==> src/rtl/div_pkg.sv <==
// Shared definitions for the sequential signed divider: state encoding,
// default widths and the divide-by-zero quotient fill.
package div_pkg;

    localparam int DEF_DATA_WIDTH = 32;
    localparam int DEF_CNT_W      = 6;

    // A divide-by-zero quotient is this bit replicated across the word (all ones).
    localparam logic DIV0_Q_BIT = 1'b1;

    typedef enum logic [1:0] {
        ST_IDLE = 2'd0,
        ST_DIV  = 2'd1,
        ST_FIX  = 2'd2,
        ST_DONE = 2'd3
    } state_e;

endpackage

==> src/rtl/div_step.sv <==
// One non-restoring division iteration: shift {A,Q} left, add or subtract
// the divisor depending on the sign of A, and shift in the new quotient bit.
module div_step #(
    parameter int DATA_WIDTH = 32
) (
    input  logic [DATA_WIDTH:0]   a_i,
    input  logic [DATA_WIDTH-1:0] q_i,
    input  logic [DATA_WIDTH:0]   m_i,
    output logic [DATA_WIDTH:0]   a_o,
    output logic [DATA_WIDTH-1:0] q_o
);

    logic [DATA_WIDTH:0] a_sh;

    // A stays within [-M, M), so shifting never changes its sign; testing
    // a_i's sign is the same as testing the shifted value.
    assign a_sh = {a_i[DATA_WIDTH-1:0], q_i[DATA_WIDTH-1]};
    assign a_o  = a_i[DATA_WIDTH] ? (a_sh + m_i) : (a_sh - m_i);
    assign q_o  = {q_i[DATA_WIDTH-2:0], ~a_o[DATA_WIDTH]};

endmodule

==> src/rtl/div_seq_ctrl.sv <==
// Multi-cycle signed divider: one non-restoring iteration per clock, then a
// sign-fixup cycle. Quotient goes to lo, remainder to hi.
module div_seq_ctrl
    import div_pkg::*;
#(
    parameter int DATA_WIDTH = DEF_DATA_WIDTH,
    parameter int CNT_W      = DEF_CNT_W
) (
    input  logic                  clk,
    input  logic                  rst_n,
    input  logic                  start,
    input  logic [DATA_WIDTH-1:0] dividend,
    input  logic [DATA_WIDTH-1:0] divisor,
    input  logic                  abort,
    output logic                  ready,
    output logic                  busy,
    output logic                  done,
    output logic                  div_by_zero,
    output logic [DATA_WIDTH-1:0] hi,
    output logic [DATA_WIDTH-1:0] lo
);

    state_e                state_q, state_d;
    logic [DATA_WIDTH:0]   a_q, a_d, m_q, m_d, step_a;
    logic [DATA_WIDTH-1:0] q_q, q_d, step_q;
    logic [DATA_WIDTH-1:0] hi_q, hi_d, lo_q, lo_d;
    logic [CNT_W-1:0]      cnt_q, cnt_d;
    logic                  sgn_q_q, sgn_q_d, sgn_m_q, sgn_m_d, dbz_q, dbz_d;
    logic [DATA_WIDTH-1:0] dividend_mag, divisor_mag, rem_mag, quo, rem;

    div_step #(.DATA_WIDTH(DATA_WIDTH)) u_step (
        .a_i (a_q),
        .q_i (q_q),
        .m_i (m_q),
        .a_o (step_a),
        .q_o (step_q)
    );

    // Magnitudes are held unsigned, so |-2^(W-1)| = 2^(W-1) fits without overflow.
    assign dividend_mag = dividend[DATA_WIDTH-1] ? -dividend : dividend;
    assign divisor_mag  = divisor[DATA_WIDTH-1]  ? -divisor  : divisor;
    assign rem_mag      = a_q[DATA_WIDTH] ? (a_q[DATA_WIDTH-1:0] + m_q[DATA_WIDTH-1:0])
                                          : a_q[DATA_WIDTH-1:0];
    assign quo          = (sgn_q_q ^ sgn_m_q) ? -q_q : q_q;
    assign rem          = sgn_q_q ? -rem_mag : rem_mag;

    always_comb begin
        // NOTE: every _d gets its hold value first so no path leaves it unassigned (no latches).
        state_d = state_q;
        a_d     = a_q;
        q_d     = q_q;
        m_d     = m_q;
        cnt_d   = cnt_q;
        sgn_q_d = sgn_q_q;
        sgn_m_d = sgn_m_q;
        hi_d    = hi_q;
        lo_d    = lo_q;
        dbz_d   = dbz_q;

        case (state_q)
            ST_IDLE: begin
                if (start) begin
                    sgn_q_d = dividend[DATA_WIDTH-1];
                    sgn_m_d = divisor[DATA_WIDTH-1];
                    a_d     = '0;
                    q_d     = dividend_mag;
                    m_d     = {1'b0, divisor_mag};
                    cnt_d   = '0;
                    if (divisor == '0) begin
                        hi_d    = dividend_mag;
                        lo_d    = {DATA_WIDTH{DIV0_Q_BIT}};
                        dbz_d   = 1'b1;
                        state_d = ST_DONE;
                    end else begin
                        state_d = ST_DIV;
                    end
                end
            end
            ST_DIV: begin
                if (abort) begin
                    state_d = ST_IDLE;
                end else begin
                    a_d   = step_a;
                    q_d   = step_q;
                    cnt_d = cnt_q + 1'b1;
                    if (cnt_q == CNT_W'(DATA_WIDTH - 1)) state_d = ST_FIX;
                end
            end
            ST_FIX: begin
                if (abort) begin
                    state_d = ST_IDLE;
                end else begin
                    lo_d    = quo;
                    hi_d    = rem;
                    dbz_d   = 1'b0;
                    state_d = ST_DONE;
                end
            end
            ST_DONE: state_d = ST_IDLE;
            default: state_d = ST_IDLE;
        endcase
    end

    // NOTE: state registers use non-blocking assignments so all update together at the edge.
    always_ff @(posedge clk or negedge rst_n) begin
        if (!rst_n) begin
            state_q <= ST_IDLE;
            a_q     <= '0;
            q_q     <= '0;
            m_q     <= '0;
            cnt_q   <= '0;
            sgn_q_q <= 1'b0;
            sgn_m_q <= 1'b0;
            hi_q    <= '0;
            lo_q    <= '0;
            dbz_q   <= 1'b0;
        end else begin
            state_q <= state_d;
            a_q     <= a_d;
            q_q     <= q_d;
            m_q     <= m_d;
            cnt_q   <= cnt_d;
            sgn_q_q <= sgn_q_d;
            sgn_m_q <= sgn_m_d;
            hi_q    <= hi_d;
            lo_q    <= lo_d;
            dbz_q   <= dbz_d;
        end
    end

    assign ready       = (state_q == ST_IDLE);
    assign busy        = (state_q != ST_IDLE);
    assign done        = (state_q == ST_DONE);
    assign div_by_zero = dbz_q;
    assign hi          = hi_q;
    assign lo          = lo_q;

endmodule

==> config.mk <==
export PLATFORM = sky130hd
export DESIGN_NAME = div_seq_ctrl
export DESIGN_NICKNAME = d
export VERILOG_FILES = /design/src/rtl/div_pkg.sv /design/src/rtl/div_step.sv /design/src/rtl/div_seq_ctrl.sv
export SDC_FILE = /design/constraint.sdc
export NUM_CORES = 1
export LEC_CHECK = 0
export ABC_CLOCK_PERIOD_IN_PS = 5070
export CAP_MARGIN = 10
export CORE_MARGIN = 3
export CORE_UTILIZATION = 59
export DETAILED_ROUTE_END_ITERATION = 8
export DONT_BUFFER_PORTS = 1
export PLACE_DENSITY = 0.86
export SLEW_MARGIN = 10
export SYNTH_ARGS = -nofsm -noshare
export SYNTH_HDL_FRONTEND = slang
export SYNTH_SLANG_ARGS = --single-unit
==> constraint.sdc <==
create_clock -name clk -period 5.07 [get_ports clk]
set_clock_uncertainty 0.15 [all_clocks]
set_input_delay 1.014 -clock clk [delete_from_list [all_inputs] [get_ports clk]]
set_output_delay 1.014 -clock clk [all_outputs]
set_load 0.02 [all_outputs]
# Yosys cells after proc, flatten, opt, wreduce, memory -nomap -nowiden

Index checks and enable logic that the tools add are counted.

Muxes and demuxes: 33
Bitwise logic cells: 2
Add/subtract/negate cells: 8
Equal/unequal tests: 9
Reduce and logical (&&, ||, !) cells: 9

Operators by type and width:

| cell                                                             | number |
|---|---|
| 32-bit two-way mux                                               | 13 |
| 32-bit one-hot mux with 2 select lines                           | 3 |
| 32-bit negation                                                  | 4 |
| 33-bit two-way mux                                               | 3 |
| 33-bit one-hot mux with 2 select lines                           | 1 |
| 33-bit by 32-bit adder with 33-bit output                        | 1 |
| 33-bit by 32-bit subtractor with 33-bit output                   | 1 |
| 32-bit adder                                                     | 1 |
| 32-bit logical NOT                                               | 1 |
| 6-bit two-way mux                                                | 2 |
| 6-bit one-hot mux with 2 select lines                            | 1 |
| 2-bit two-way mux                                                | 5 |
| 2-bit one-hot mux with 4 select lines                            | 1 |
| 6-bit by 1-bit adder with 6-bit output (second input constant)   | 1 |
| 6-bit by 5-bit == test with 1-bit output (second input constant) | 1 |
| 2-bit != test (second input constant)                            | 3 |
| 2-bit nonzero test                                               | 3 |
| 2-bit == test (second input constant)                            | 2 |
| 2-bit AND reduction                                              | 2 |
| 4-bit AND reduction                                              | 1 |
| 1-bit two-way mux                                                | 3 |
| 3-bit != test (second input constant)                            | 1 |
| 3-bit AND reduction                                              | 1 |
| 2-bit by 1-bit == test with 1-bit output (second input constant) | 1 |
| other kinds (5)                                                  | 5 |

Register bits after elaboration: 172
Logic and storage cells: 71
Input port bits: 68
Output and inout port bits: 68

# Logic depth before layout (Yosys ltp)

Gate-level depths: netlist of run 1.

Depth after elaboration: 6
Gate-level depth with buffers: 20
Mapped depth without buffers: 20

# Modules after synthesis

Synthesis of run 1 repeated with hierarchy kept, for this count alone.

Cell total of the unflattened synthesis: 1814
Area total of the unflattened synthesis: 14641.5 µm²

Modules (own cells, without submodules):

| module       | times used | cells each | area each (µm²) | seq. area each (µm²) |
|---|---|---|---|---|
| div_seq_ctrl | 1          | 1466       | 12101.6         | 4304.1 |
| div_step     | 1          | 348        | 2539.9          | 0.0 |

# Worst setup path before layout of run 1

Ideal clock, no wire load.

Kind: reg2reg
From: reg a_q[32]
To: reg a_q[27]
Arrival: 4.903 ns
Setup slack: -0.118 ns
Clock period less this slack: 5.188 ns
Buffers on the path: 6
Cell stages (with the launch flop): 20
Library setup time: 0.135 ns
Data required time: 4.785 ns
Cell sequence: dfrtp_1 > buf_2 > clkbuf_1 > clkbuf_1 > clkbuf_1 > buf_1 > buf_1 > mux2_2 > ha_1 > a21o_1 > a21o_1 > a211oi_1 > o31a_1 > o21ai_0 > a41oi_1 > o311ai_0 > a31o_2 > a21oi_1 > xor2_1 > o21ai_0

Word-level cells in the longest chain between the ends: 3

Ends and longest elaborated chain:

| item                                   | line                | RTL |
|---|---|---|
| start: declaration                     | div_seq_ctrl.sv:24  | `logic [DATA_WIDTH:0] a_q, a_d, m_q, m_d, step_a;` |
| start signal: assignment               | div_seq_ctrl.sv:108 | `a_q <= '0;` |
| start signal: assignment               | div_seq_ctrl.sv:119 | `a_q <= a_d;` |
| 33-bit two-way mux                     | div_step.sv:18      | `assign a_o = a_i[DATA_WIDTH] ? (a_sh + m_i) : (a_sh - m_i);` |
| 33-bit two-way mux                     | div_seq_ctrl.sv:80  | `if (abort) begin` |
| 33-bit one-hot mux with 2 select lines | div_seq_ctrl.sv:60  | `case (state_q)` |

No other way between the ends. The select of a mux whose other input is x is not followed.
A chain may end at the register's enable or synchronous reset.

# Worst setup path in the final report of run 1

From: reg m_q[10]
To: reg q_q[0]

Word-level cells in the longest chain between the ends: 5
Elaborated cells between the ends (all ways): 6
Classes of those cells: add/sub (2); mux (3); bitwise (1)

Ends and longest elaborated chain:

| item                                                                                                               | line                | RTL |
|---|---|---|
| start: declaration                                                                                                 | div_seq_ctrl.sv:24  |  |
| start signal: assignment                                                                                           | div_seq_ctrl.sv:121 | `m_q <= m_d;` |
| 33-bit by 32-bit subtractor with 33-bit output / 33-bit by 32-bit adder with 33-bit output (equally long branches) | div_step.sv:18      |  |
| 33-bit two-way mux (*)                                                                                             | div_step.sv:18      |  |
| 1-bit inverter (*)                                                                                                 | div_step.sv:19      | `assign q_o = {q_i[DATA_WIDTH-2:0], ~a_o[DATA_WIDTH]};` |
| 32-bit two-way mux (*)                                                                                             | div_seq_ctrl.sv:80  |  |
| 32-bit one-hot mux with 2 select lines (*)                                                                         | div_seq_ctrl.sv:60  |  |
| end signal: assignment                                                                                             | div_seq_ctrl.sv:120 | `q_q <= q_d;` |
| end: declaration                                                                                                   | div_seq_ctrl.sv:25  | `logic [DATA_WIDTH-1:0] q_q, q_d, step_q;` |

Every way passes the cells marked *; elsewhere a longest branch is shown, timed or not. The select of a mux whose other input is x is not followed.

==> impl_metrics.yaml, run 1 <==
place:
  portBuffers: 0
  placed_cell_area_sq_um: 14300
  dp_slack_ns: 0.272
  gp_congestion: 0.974
  dp_cells: 2020
  place_hpwl_um: 28500
timing:
  hold_viol: 0
  period_share_pct: 93.1
  slew_violations: 0
  layout_min_cycle_time_ns: 4.72
  fin_ws_ns: 0.348
  max_freq_mhz: 212
  slew_headroom_pct: 18.8
  setup_viol: 0
  worst_pin_slew_ns: 1.22
routing:
  via_per_inst: 6.46
  wire_per_inst_um: 18.7
  ant_nets: 0
  drt_wl_total_um: 38300
  dr.pass1.iters: 7
  via_count: 13300
  drc: 0
  drtIter0Drc: 1383
synth:
  synth.most_common_cell: "nor2_1"
  synth_nets: 1903
  synth-main-ff-cell: "dfrtp_1"
  synthArstFlopShare_pct: 100
  synth_area_sq_um: 14000
  synth_largest_area_cell: "dfrtp_1"
  synthesis.yosys.warnings: 0
  syn-instance-count: 1764
  synth-edff-count: 0
  synth_area_per_cell_sq_um: 7.96
  synth_common_cells: "nor2_1, nand2_1, a21oi_1"
  yosysSeqAreaShare_pct: 30.6
  synthTopCellsByArea: "dfrtp_1, xor2_1, a21oi_1"
  ys_ff_latch: 172
  synth.distinct_cells: 90
  synth_top_area_share_pct: 30.6
floorplan:
  initial_core_util_pct: 61.1
  die_w_um: 160
  io_pins: 136
  die_area_sq_um: 25700
  rows: 55
  dieHeight_um: 160
  core_sq_um: 23000
clock_tree:
  clockBufferDepth: 2
  cts_tree: "built"
  clock_latency_ns: 0.44
  cts_buffers: 17
  clk_pin_slew_ns: 0.08
  post_cts_buffers: 0
  cts.repair.resized: 0
  ctsHoldBuffers: 0
  clock-sinks: 172
  ctsRootBufferMaster: "clkbuf_16"
  cts_htree_levels: 4
critical_path:
  crit_fanout: 4
  worst_ep_required_time_ns: 5.19
  cp_slowest_cell: "or3b_2"
  startpoint_type: "flop"
  end_kind: "flop"
  slowest_delay_ns: 0.46
  path_class: "flop to flop"
  crit_chain: "nor3_1 > nand2_1 > nor4_2 > and2_1 > nor2_1 > xor2_1 > ha_1 > and3_1 > nor2b_1 > nand2_1 > or3b_2 > a21oi_1 > o2111ai_1 > a31oi_1 > a21o_1 > a21oi_1 > xnor2_1 > o21ai_0"
  cp.arrival_ns: 4.84
global_routing:
  antenna_found_initial: 0
  grt_pass1_wl_um: 63200
  grt_max_degree: 173
  grt-ovfl-total: 0
  track_usage_pct: 29.6
  grt_pass1_vias: 12300
power_and_ir_drop:
  p_int_uw: 5350
  p_seq_share_pct: 26.1
  p_leak_uw: 0.00616
  p_clk_share_pct: 11.7
  p_sw_share_pct: 52.3
  ir_drop_mv: 0.262
  p_sw_uw: 5860
  powerDensity_nw_per_um2: 752
  pwr-share-comb_pct: 62.2
finish:
  area_delta_synth_final_pct: 6.18
  nets: 1865
  finalNonFillerCells: 2053
  design_area_sq_um: 14900
  final_util_pct: 64.9
  drive_gt1_share_pct: 6.44
status:
  status: "completed"
run:
  max_cap_viol_count: 0
min_path:
  hold_path_class: "input port to asynchronous set/reset pin"
## final cells by class
cell class                      instances  area (sq um)
Multi-Input combinational cell       1464          9230
Fill cell                            1936          8070
Sequential cell                       172          4310
Clock buffer                           17           425
Tap cell                              313           392
Timing Repair Buffer                   33           260
Clock inverter                         15           156
Inverter                               38           143
Antenna cell                            1          2.50
## worst max-delay path, delay by kind of cell (launching register included)
kind	cells	cell delay, ns
fa+ha+maj	1	0.35
compound gates	6	1.12
flops	1	0.45
xor+xnor	2	0.36
simple gates	9	2.11
## state kept, by name (all words and copies together), names as in the netlist
name / flops
hi: 32
state_q: 2
sgn_q_q: 1
m_q: 32
div_by_zero: 1
cnt_q: 6
q_q: 32
a_q: 33
sgn_m_q: 1
lo: 32
## power by group through the flow
stage	sequential (uW)	clock, uW	combinational, uW
final	2920	1310	6980
after global routing	3000	1380	7780
after CTS	2890	1320	6850
after detailed placement	2910	0	6770
after global placement	2880	0	6560
after floorplan	2610	0	5530
## per-layer routing
layer | track usage [%] | vias to the layer above | part of all wire (%)
li1 | - | 6320 | -
met1 | 41.4 | 6236 | 44
met5 | 0 | - | 0
met3 | 5.78 | 84 | 8.9
met2 | 46.8 | 623 | 44
met4 | 9.31 | 0 | 2.9
## kinds of logic after synthesis
| kind of cell | Yosys count | synth area share (%) |
|---|---|---|
| compound gates | 586 | 25.8 |
| xor+xnor | 186 | 11.7 |
| fa+ha+maj | 71 | 6.43 |
| flops | 172 | 30.6 |
| mux | 13 | 0.953 |
| buf+inv | 128 | 3.99 |
| simple gates | 608 | 20.5 |
## path summary, 6_finish.rpt
check | startpoint | to | slack [ns] | cells past startpoint
max in group asynchronous | rst_n | a_q[26]$_DFFE_PN0P_ | 4.24 | 0
setup / recovery | m_q[10]$_DFFE_PN0P_ | q_q[0]$_DFFE_PN0P_ | 0.35 | 18
hold reg to reg | cnt_q[1]$_DFFE_PN0P_ | cnt_q[1]$_DFFE_PN0P_ | 0.40 | 1
setup reg to reg | m_q[10]$_DFFE_PN0P_ | q_q[0]$_DFFE_PN0P_ | 0.35 | 18
hold / removal | rst_n | lo[4]$_DFFE_PN0P_ | 0.11 | 0
min in group clk | cnt_q[1]$_DFFE_PN0P_ | cnt_q[1]$_DFFE_PN0P_ | 0.40 | 1
## metrics by stage
stage / total power, uW / hold WS, ns / setup TNS [ns]
2_1_floorplan: 8140 / 0.340 / 0
6_report: 11200 / 0.107 / 0
4_1_cts: 11100 / 0.104 / 0
3_3_place_gp: 9440 / 0.360 / 0
5_1_grt: 12100 / 0.0913 / -0.00898
3_5_place_dp: 9680 / 0.364 / 0
## layout by cell type (no fill, tap or decap), types with 31 or more instances in the layout
master and count:
nor2_1 208, nand2_1 184, a21oi_1 175, dfrtp_1 171, o21ai_0 164, xor2_1 116, xnor2_1 69, ha_1 69
a31oi_1 44, inv_1 38, nor3_1 37, buf_4 32, a21o_1 31
Power figures use the tool's default switching activity.
==> inputs of run 2 (changes only) <==
--- a/config.mk
+++ b/config.mk
@@ -12,6 +12,7 @@
 export DETAILED_ROUTE_END_ITERATION = 8
 export DONT_BUFFER_PORTS = 1
 export PLACE_DENSITY = 0.86
+export SETUP_SLACK_MARGIN = 0.5
 export SLEW_MARGIN = 10
 export SYNTH_ARGS = -nofsm -noshare
 export SYNTH_HDL_FRONTEND = slang
==> run 2 against run 1 <==
  * Worst setup slack gained 0.24 ns
  * Hold slack gained 0.0072 ns
  * Sequential share of layout area shrank 0.30 points
  * Largest power group unchanged
  * Core utilization grew 0.70 points
==> impl_metrics.yaml, run 2 (synthesized netlist as in run 1, its figures left out) <==
clock_tree:
  cts_tree: "built"
  cts_htree_levels: 4
  clock-sinks: 172
  clk_pin_slew_ns: 0.07
  ctsRootBufferMaster: "clkbuf_16"
  cts_buffers: 17
  clockBufferDepth: 2
  clock_latency_ns: 0.44
floorplan:
  core_sq_um: 23000
  die_area_sq_um: 25700
  initial_core_util_pct: 61.1
  io_pins: 136
  rows: 55
  die_w_um: 160
  dieHeight_um: 160
timing:
  fin_ws_ns: 0.591
  period_share_pct: 88.3
  setup_viol: 0
  layout_min_cycle_time_ns: 4.48
  slew_violations: 0
  hold_viol: 0
  slew_headroom_pct: 26.1
  fin_tns_setup_ns: 0
  rsz0062_at_grt: "no"
  whs_ns: 0.114
  worst_pin_slew_ns: 1.11
  max_freq_mhz: 223
global_routing:
  grt_pass1_wl_um: 62100
  antenna_found_initial: 0
  grt-ovfl-total: 0
  track_usage_pct: 29.0
  grt_pass1_vias: 12200
  grt_max_degree: 173
finish:
  seq_area_sq_um: 4310
  largest_reg_flops: 33
  top_register: "a_q"
  nets: 1861
  fillers: 1883
  final_cell_mix: "nor2_1, nand2_1, a21oi_1"
  multiInputGateArea_sq_um: 9420
  layout.cells.most_common: "nor2_1"
  design_area_sq_um: 15100
  drive_gt1_share_pct: 7.84
  area_delta_synth_final_pct: 7.32
  finalNonFillerCells: 2048
  diodes: 0
critical_path:
  crit_fanout: 5
  path_class: "flop to flop"
  critPathMostFrequentCell: "o21a_1"
  critical_path_buf_inv_count: 3
  crit_chain: "inv_1 > ha_1 > nor3b_4 > nor3b_2 > buf_4 > nand2_4 > o41ai_4 > xnor2_1 > ha_1 > inv_2 > o21bai_1 > a21o_1 > a21o_1 > a221o_1 > o21a_1 > o21a_1 > o21ai_2 > a21boi_0 > o21a_1 > o31ai_1"
  startpoint_type: "flop"
  slowest_delay_ns: 0.43
  cp_slowest_cell: "dfrtp_1"
  end_kind: "flop"
  cp_top_family: "compound AO/OA/AOI/OAI gates"
  worst_ep_required_time_ns: 5.26
  cp.arrival_ns: 4.67
routing:
  drtIter0Drc: 1506
  wire_per_inst_um: 19.0
  dr.pass1.iters: 6
  via_per_inst: 6.49
  ant_nets: 0
  drc: 0
  via_count: 13300
  drt_wl_total_um: 38800
place:
  gp_congestion: 1.01
  portBuffers: 0
  place_hpwl_um: 28300
  placed_cell_area_sq_um: 14200
  dp_cells: 2007
  dp_slack_ns: 0.332
power_and_ir_drop:
  powerDensity_nw_per_um2: 757
  ir_drop_mv: 0.249
  p_leak_uw: 0.00622
status:
  status: "completed"
run:
  max_cap_viol_count: 0
min_path:
  hold_path_class: "input port to asynchronous set/reset pin"
-- run 2: what timing repair did --
action / 4_1_cts / 5_1_grt
gates resized for setup: 7 / 38
setup buffers: 0 / 9
setup endpoints to repair: 4 / 19
pin swaps: 0 / 9
hold buffers: 0 / 0
-- run 2: through the flow --
| step | utilization, % | power [uW] |
|---|---|---|
| 2_1_floorplan | - | 8150 |
| 3_3_place_gp | 61.9 | 9410 |
| 3_5_place_dp | 61.9 | 9660 |
| 4_1_cts | 64.5 | 11000 |
| 5_1_grt | 65.6 | 12300 |
| 6_report | 65.6 | 11400 |
-- run 2: path summary, 6_finish.rpt --
kind                                       from                    to  slack (ns)  cells past startpoint
max in group asynchronous                 rst_n   a_q[13]$_DFFE_PN0P_        4.35                      0
hold reg to reg            cnt_q[1]$_DFFE_PN0P_  cnt_q[1]$_DFFE_PN0P_        0.40                      1
min in group clk           cnt_q[1]$_DFFE_PN0P_  cnt_q[1]$_DFFE_PN0P_        0.40                      1
hold / removal                            rst_n     lo[0]$_DFFE_PN0P_        0.11                      0
setup / recovery             m_q[0]$_DFFE_PN0P_   a_q[26]$_DFFE_PN0P_        0.59                     20
setup reg to reg             m_q[0]$_DFFE_PN0P_   a_q[26]$_DFFE_PN0P_        0.59                     20
-- run 2: power by group --
group	switching, uW	internal, uW	total (uW)
Sequential	1020	1910	2930
Combinational	4340	2850	7200
Clock	640	655	1290
Total	6000	5420	11400
-- run 2: area by class of cell --
class / instances / share of cell area (%)
Inverter: 38 / 0.946
Tap cell: 313 / 2.60
Clock buffer: 17 / 2.82
Clock inverter: 15 / 0.954
Sequential cell: 172 / 28.6
Multi-Input combinational cell: 1464 / 62.5
Timing Repair Buffer: 29 / 1.61
-- run 2: layer usage --
metal / part of all wire [%] / global-route usage (%)
met1: 43 / 40.7
met2: 46 / 45.7
met3: 9.8 / 5.80
met4: 2.0 / 8.88
met5: 0 / 0
-- run 2: worst register-to-register path, stage by stage (launching register included) --
cell	delay (ns)
dfrtp_1	0.43
inv_1	0.10
ha_1	0.17
nor3b_4	0.23
nor3b_2	0.20
buf_4	0.17
nand2_4	0.09
o41ai_4	0.35
xnor2_1	0.13
ha_1	0.35
inv_2	0.09
o21bai_1	0.12
a21o_1	0.21
a21o_1	0.18
a221o_1	0.35
o21a_1	0.19
o21a_1	0.18
o21ai_2	0.15
a21boi_0	0.14
o21a_1	0.20
o31ai_1	0.19
==> inputs of run 3 (changes only) <==
--- a/config.mk
+++ b/config.mk
@@ -8,10 +8,10 @@
 export ABC_CLOCK_PERIOD_IN_PS = 5070
 export CAP_MARGIN = 10
 export CORE_MARGIN = 3
-export CORE_UTILIZATION = 59
+export CORE_UTILIZATION = 35
 export DETAILED_ROUTE_END_ITERATION = 8
 export DONT_BUFFER_PORTS = 1
-export PLACE_DENSITY = 0.86
+export PLACE_DENSITY = 0.59
 export SETUP_SLACK_MARGIN = 0.5
 export SLEW_MARGIN = 10
 export SYNTH_ARGS = -nofsm -noshare
==> run 3 against run 2 <==
  * Power down 0.45%
  * Global-route usage down 9.6 points
  * Critical path depth down 1
  * Final cell count up 10%
  * Via count down 5.0%
  * Routed wire length up 6.9%
  * Hold slack better by 0.0023 ns
  * Sequential share of layout area down 0.49 points
  * Non-clock buffer count up 5
  * Critical path type unchanged
  * Critical endpoint unchanged
  * Largest power group unchanged
  * Highest routed layer unchanged
==> impl_metrics.yaml, run 3 (synthesized netlist as in run 1, its figures left out) <==
finish:
  multiInputGateArea_sq_um: 9400
  final_cell_mix: "nor2_1, nand2_1, a21oi_1"
  fillers: 4011
  drive_gt1_share_pct: 8.16
  largest_reg_flops: 33
  seq_area_sq_um: 4310
  area_delta_synth_final_pct: 9.25
  top_register: "a_q"
  finalNonFillerCells: 2258
  layout.cells.most_common: "nor2_1"
  nets: 1866
  diodes: 0
power_and_ir_drop:
  p_sw_uw: 5870
  ir_drop_mv: 0.261
  powerDensity_nw_per_um2: 741
  finalPower_uw: 11400
  p_int_uw: 5490
  p_leak_uw: 0.00619
  p_clk_share_pct: 11.5
  pwr-share-comb_pct: 62.3
  p_seq_share_pct: 26.1
  p_sw_share_pct: 51.7
critical_path:
  path_class: "flop to flop"
  crit_chain: "nor3_2 > nand2b_1 > nor3_1 > buf_4 > and2_1 > a21oi_1 > xor2_1 > ha_1 > a21oi_1 > o21bai_1 > a21o_1 > a21o_1 > a221o_1 > o21a_1 > o21a_1 > o21ai_2 > a21boi_0 > o21a_1 > o31ai_1"
  r2r-end: "a_q[26]$_DFFE_PN0P_"
  critical_path_buf_inv_count: 1
  slowest_delay_ns: 0.47
  worst_ep_required_time_ns: 5.27
  r2r_slack_ns: 0.71
  startpoint: "m_q[2]$_DFFE_PN0P_"
  cp_top_family: "compound AO/OA/AOI/OAI gates"
  cp.arrival_ns: 4.56
  end_kind: "flop"
  r2r_start: "m_q[2]$_DFFE_PN0P_"
  cp_slowest_cell: "dfrtp_2"
  critPathMostFrequentCell: "o21a_1"
  startpoint_type: "flop"
  crit_fanout: 5
  rr_worst_depth: 19
routing:
  dr.pass1.iters: 5
  drc: 0
  drtIter0Drc: 1040
  ant_nets: 0
  via_count: 12600
  drt_wl_total_um: 41500
  wire_per_inst_um: 18.4
  via_per_inst: 5.60
clock_tree:
  clockBufferDepth: 2
  clock-sinks: 172
  ctsRootBufferMaster: "clkbuf_16"
  clock_latency_ns: 0.45
  cts_buffers: 17
  cts_htree_levels: 4
  clk_pin_slew_ns: 0.07
  cts_tree: "built"
floorplan:
  rows: 72
  die_area_sq_um: 42600
  initial_core_util_pct: 35.8
  dieHeight_um: 206
  die_w_um: 206
  core_sq_um: 39200
  io_pins: 136
timing:
  slew_headroom_pct: 39.9
  rsz0062_at_grt: "no"
  worst_pin_slew_ns: 0.898
  period_share_pct: 86.0
  layout_min_cycle_time_ns: 4.36
  slew_violations: 0
  hold_viol: 0
  fin_tns_setup_ns: 0
  whs_ns: 0.116
  max_freq_mhz: 229
  setup_viol: 0
place:
  gp_congestion: 0.863
  portBuffers: 0
  place_hpwl_um: 31800
  dp_cells: 2218
run:
  max_cap_viol_count: 0
global_routing:
  grt_pass1_vias: 11900
  track_usage_pct: 19.4
  grt_pass1_wl_um: 66000
  antenna_found_initial: 2
  grt_max_degree: 173
  grt-ovfl-total: 0
min_path:
  hold_path_class: "input port to asynchronous set/reset pin"
status:
  status: "completed"
-- run 3: metal layers --
layer / track usage, % / routed length (um)
met4: 4.02 / 590
met3: 4.65 / 2930
met2: 30.0 / 18200
met5: 0 / 0
met1: 27.7 / 19800
-- run 3: area by class of cell --
type / instances / area share, %
clock buffers: 19 / 2.89
clock inverters: 13 / 0.840
inverters: 38 / 0.929
multi-input cells: 1464 / 61.2
flip-flops and latches: 172 / 28.1
well taps: 518 / 4.22
repair buffers: 34 / 1.83
-- run 3: worst max path at each step --
stage / endpoint / slack (ns) / cells after the start
6_report: a_q[26]$_DFFE_PN0P_ / 0.71 / 19
5_1_grt: q_q[0]$_DFFE_PN0P_ / 0.46 / 19
4_1_cts: q_q[0]$_DFFE_PN0P_ / 0.50 / 19
3_5_place_dp: q_q[0]$_DFFE_PN0P_ / 0.26 / 19
3_3_place_gp: q_q[0]$_DFFE_PN0P_ / 0.27 / 19
2_1_floorplan: a_q[27]$_DFFE_PN0P_ / 0.52 / 19
-- run 3: power by group through the flow --
stage	logic, uW	clock network (uW)	registers, uW
floorplan	5540	0	2610
global placement	6730	0	2950
detailed placement	6820	0	2970
CTS	6870	1340	2950
global route	7960	1410	3060
finish	7090	1310	2970
-- run 3: metrics by stage --
step                      instance area [sq um]  util (%)  setup WS [ns]
after floorplan                           14100         -          0.521
after global placement                    14500      37.1          0.272
after detailed placement                  14500      37.1          0.259
after CTS                                 15100      38.6          0.503
after global routing                      15300      39.2          0.459
final                                     15300      39.2          0.709
-- run 3: what timing repair did --
item	in CTS	in global routing
buffers inserted	0	8
pin swaps	0	13
hold buffers	0	0
resized for setup	5	36
endpoints found under the setup margin	8	19
